--- config.mk ---
export PLATFORM = sky130hd
export DESIGN_NAME = comparator_sync_flat
export DESIGN_NICKNAME = d
export VERILOG_FILES = /design/src/rtl/comparator_pkg.sv /design/src/rtl/comparator_sync_if.sv /design/src/rtl/comparator_sync_cmp_cell.sv /design/src/rtl/comparator_sync.sv /design/src/flat_wrapper.sv
export SDC_FILE = /design/constraint.sdc
export NUM_CORES = 1
export LEC_CHECK = 0
export ABC_AREA = 1
export BUFFER_PORTS_ARGS = -buffer_cell sky130_fd_sc_hd__buf_2
export CORE_AREA = 4 4 41 43
export CTS_CLUSTER_DIAMETER = 80
export CTS_CLUSTER_SIZE = 10
export DETAILED_ROUTE_END_ITERATION = 10
export DIE_AREA = 0 0 45 47
export PLACE_DENSITY_LB_ADDON = 0.3
export SYNTH_ARGS = -nofsm -noshare
export SYNTH_HDL_FRONTEND = slang
export SYNTH_SLANG_ARGS = --single-unit
--- constraint.sdc ---
create_clock -name clk -period 0.9 [get_ports clk]
set_input_delay 0.045 -clock clk [delete_from_list [all_inputs] [get_ports clk]]
set_output_delay 0.045 -clock clk [all_outputs]
set_load 0.02 [all_outputs]
--- src/rtl/comparator_pkg.sv ---
// Shared result encoding for the registered magnitude comparator.
// Results are carried as a packed {lt, eq, gt} triple.
package comparator_pkg;

  typedef struct packed {
    logic lt;
    logic eq;
    logic gt;
  } cmp_res_t;

  localparam cmp_res_t CMP_LT   = 3'b100;
  localparam cmp_res_t CMP_EQ   = 3'b010;
  localparam cmp_res_t CMP_GT   = 3'b001;
  localparam cmp_res_t CMP_NONE = 3'b000;

endpackage

--- src/rtl/comparator_sync_if.sv ---
// Operand/result bundle between a producer, the comparator and its consumer.
interface comparator_sync_if #(
  parameter int unsigned WIDTH = 2
);

  logic             in_valid;
  logic [WIDTH-1:0] a;
  logic [WIDTH-1:0] b;
  logic             a_less_b;
  logic             a_equal_b;
  logic             a_greater_b;
  logic             out_valid;

  modport master (
    output in_valid, a, b,
    input  a_less_b, a_equal_b, a_greater_b, out_valid
  );

  modport slave (
    input  in_valid, a, b,
    output a_less_b, a_equal_b, a_greater_b, out_valid
  );

endinterface

--- src/rtl/comparator_sync_cmp_cell.sv ---
// One-bit compare cell: passes a decided relation through, otherwise
// resolves it from this bit pair.
module cmp_cell
  import comparator_pkg::*;
(
  input  logic     a_bit,
  input  logic     b_bit,
  input  cmp_res_t cas_in,
  output cmp_res_t cas_out
);

  always_comb begin
    cas_out = cas_in;
    if (cas_in.eq) begin
      cas_out.lt = ~a_bit & b_bit;
      cas_out.eq = ~(a_bit ^ b_bit);
      cas_out.gt = a_bit & ~b_bit;
    end
  end

endmodule

--- src/rtl/comparator_sync.sv ---
// Registered one-hot magnitude comparator, unsigned or two's-complement,
// one cycle of latency and one result per cycle.
module comparator_sync
  import comparator_pkg::*;
#(
  parameter int unsigned WIDTH  = 2,
  parameter bit          SIGNED = 1'b0
) (
  input logic               clk,
  input logic               rst_n,
  comparator_sync_if.slave  bus
);

  logic [WIDTH-1:0] a_cond;
  logic [WIDTH-1:0] b_cond;
  cmp_res_t         chain [WIDTH+1];
  cmp_res_t         res_q;
  logic             valid_q;

  // Flipping both sign bits maps two's-complement order onto unsigned order.
  always_comb begin
    a_cond = bus.a;
    b_cond = bus.b;
    if (SIGNED) begin
      a_cond[WIDTH-1] = ~bus.a[WIDTH-1];
      b_cond[WIDTH-1] = ~bus.b[WIDTH-1];
    end
  end

  assign chain[WIDTH] = CMP_EQ;

  // MSB-first cascade: the first differing bit decides the relation.
  for (genvar i = 0; i < int'(WIDTH); i++) begin : g_cell
    cmp_cell u_cell (
      .a_bit   (a_cond[i]),
      .b_bit   (b_cond[i]),
      .cas_in  (chain[i+1]),
      .cas_out (chain[i])
    );
  end

  always_ff @(posedge clk) begin
    if (!rst_n) begin
      res_q   <= CMP_NONE;
      valid_q <= 1'b0;
    end else begin
      valid_q <= bus.in_valid;
      if (bus.in_valid) begin
        res_q <= chain[0];
      end
    end
  end

  assign bus.a_less_b    = res_q.lt;
  assign bus.a_equal_b   = res_q.eq;
  assign bus.a_greater_b = res_q.gt;
  assign bus.out_valid   = valid_q;

endmodule

--- src/flat_wrapper.sv ---
// flat-port wrapper written by rule: the top's interface ports become plain ports
module comparator_sync_flat import comparator_pkg::*;
#(
  parameter int unsigned WIDTH  = 2,
  parameter bit          SIGNED = 1'b0
)
  (clk, rst_n, bus_in_valid, bus_a, bus_b, bus_a_less_b, bus_a_equal_b, bus_a_greater_b, bus_out_valid);
  comparator_sync_if #(.WIDTH(WIDTH)) bus_i ();
  input logic clk;
  input logic rst_n;
  input wire logic [$bits(bus_i.in_valid)-1:0] bus_in_valid;
  input wire logic [$bits(bus_i.a)-1:0] bus_a;
  input wire logic [$bits(bus_i.b)-1:0] bus_b;
  output wire logic [$bits(bus_i.a_less_b)-1:0] bus_a_less_b;
  output wire logic [$bits(bus_i.a_equal_b)-1:0] bus_a_equal_b;
  output wire logic [$bits(bus_i.a_greater_b)-1:0] bus_a_greater_b;
  output wire logic [$bits(bus_i.out_valid)-1:0] bus_out_valid;
  assign bus_i.in_valid = bus_in_valid;
  assign bus_i.a = bus_a;
  assign bus_i.b = bus_b;
  assign bus_a_less_b = bus_i.a_less_b;
  assign bus_a_equal_b = bus_i.a_equal_b;
  assign bus_a_greater_b = bus_i.a_greater_b;
  assign bus_out_valid = bus_i.out_valid;
  comparator_sync #(.WIDTH(WIDTH), .SIGNED(SIGNED)) u_core (.clk(clk), .rst_n(rst_n), .bus(bus_i));
endmodule
==> flow_summary.yaml <==
route:
  via_per_inst: 3.64
  drc: 0
  ant_nets: 0
  firstDrtPassIters: 2
  wl_per_cell_um: 7.24
  routed_wl_um: 427
  num_vias: 215
  drt_iter0_drc: 4
placement:
  portBuffers: 10
  routabilityCongestion: 0.635
  dp_hpwl_um: 363
synth:
  synth.avg_cell_area_um2: 7.22
  ys_types: 8
  ys_seq_area_frac: 0.358
  synth_fp_nets: 42
  synth.cell_area_um2: 224
  synth_seq_cells: 4
  synth_cells: 31
  ys_warn_count: 0
run:
  cap_violations: 0
timing:
  final.setup.tns_ps: 0
  slew_viol_final: 0
  rsz0062_at_grt: "false"
  finalSetupViolations: 0
  max_slew_margin: 0.909
  fmax_mhz: 1330
  hold_viol: 0
  tightest_slew_ps: 135
  fin_crit_ps: 751
  skew_ps: 0
  final.period_utilization: 0.835
cells_and_area:
  antenna_cells: 0
  layout_commonest_cell: "buf_2"
  nNetsFinal: 57
  fillers: 155
  drive_gt1_frac: 0.295
  area_growth_pct: 40.8
  final_cell_mix: "10 x buf_2, 7 x inv_1, 6 x nor2_1, 6 x nand2_1"
pwr:
  p_per_area_mw_per_mm2: 1580
  max-vdd-ir-drop_mv: 0.453
  total_power_mw: 0.497
  p_leak_nw: 0.188
cts:
  cts_tree: "yes"
  cts_setup_buffers: 0
  cts.path.max_buffers: 2
  cts-root-buf: "clkbuf_4"
  clkLatencyLatePin_ps: 230
  clock_sinks: 4
  path_clk_slew_ps: 40
  holdBufCountCts: 0
  htreeDepth: 1
  cts-buffers-inserted: 3
  cts_resized: 0
global_route:
  grt_pass1_vias: 173
  gr-total-overflow: 0
  grt_pass1_wl_um: 627
  antenna_found_initial: 0
  grt_max_degree: 7
  grt_usage: 0.0458
setup_path:
  startpoint_type: "flip-flop"
  crit_fanout: 2
  crit_required_ps: 850
  critPathArrivalTime_ps: 710
  critPathKind: "flip-flop to output port"
  slowest_delay_ps: 310
  critPathTopFamily: "flip-flops"
  path_cells: "buf_2"
  timing.critical_path.buf_inv: 1
  cp-end-kind: "output port"
  reg2reg_slack_ps: 280
  cp_slowest_cell: "dfxtp_1"
floorplan:
  ios: 11
  core_mm2: 0.00130
  fp-row-count: 13
  initial_core_util: 0.172
  fp.dieH_um: 47
  die_area_mm2: 0.00212
  fp.dieW_um: 45
outcome:
  status: "finished clean"
worst_hold_path:
  hold_class: "primary input to flip-flop"
## cells in the mapped netlist, drive strengths merged
master | instances | area share
dfxtp | 4 | 0.36
nor2 | 6 | 0.10
nand2 | 6 | 0.10
o21ai | 3 | 0.067
inv | 7 | 0.12
nand3b | 1 | 0.034
ha | 4 | 0.22
## metrics by stage
stage | util | cells | setup slack [ps] | hold WS [ps] | area [um^2]
CTS | 0.242 | 59 | 133 | 52.2 | 315
global placement | 0.225 | 56 | 21.0 | 306 | 293
floorplan | - | 31 | 165 | 157 | 224
finish | 0.242 | 59 | 149 | 62.4 | 315
detailed placement | 0.225 | 56 | 10.7 | 299 | 293
global route | 0.242 | 59 | 105 | 63.5 | 315
## final cells by class
class	count	area (um^2)	area share
inverters	7	26.3	0.0833
well taps	15	18.8	0.0595
flip-flops and latches	4	80.1	0.254
repair buffers	10	50.0	0.159
multi-input cells	20	118	0.373
clock buffers	3	22.5	0.0714
## report_power, final
part / switching, mW / total (mW) / internal [mW]
Clock: 0.0679 / 0.217 / 0.149
Sequential: 0.00383 / 0.193 / 0.190
Combinational: 0.0514 / 0.0869 / 0.0355
Total: 0.123 / 0.497 / 0.374
## flip-flops by register name, summed over array words and instances (netlist names)
signal                  cells
u_core.bus.a_greater_b      1
u_core.bus.out_valid        1
u_core.bus.a_equal_b        1
u_core.bus.a_less_b         1
## routing by layer
layer | wire (um) | track usage
met5 | 0 | 0
met4 | 0 | 0.0351
met3 | 30 | 0.0383
met2 | 216 | 0.0650
met1 | 181 | 0.0432
## cell families (layout without fill, tap and decap cells)
| family | count (synthesis) | after routing | share of synthesized area |
|---|---|---|---|
| compound gates | 3 | 3 | 0.0670 |
| buf+inv | 7 | 20 | 0.117 |
| flops | 4 | 4 | 0.358 |
| simple gates | 13 | 13 | 0.235 |
| fa+ha+maj | 4 | 4 | 0.223 |
## worst paths after layout
check,to,cells past startpoint,startpoint
worst max-delay path,bus_a_greater_b,1,u_core.bus.a_greater_b$_SDFFE_PN0P_
worst min-delay path,u_core.bus.out_valid$_SDFF_PN0_,3,rst_n
worst min register to register,u_core.bus.a_equal_b$_SDFFE_PN0P_,2,u_core.bus.a_equal_b$_SDFFE_PN0P_
worst max register to register,u_core.bus.a_less_b$_SDFFE_PN0P_,2,u_core.bus.a_less_b$_SDFFE_PN0P_
Power figures use the tool's default switching activity.
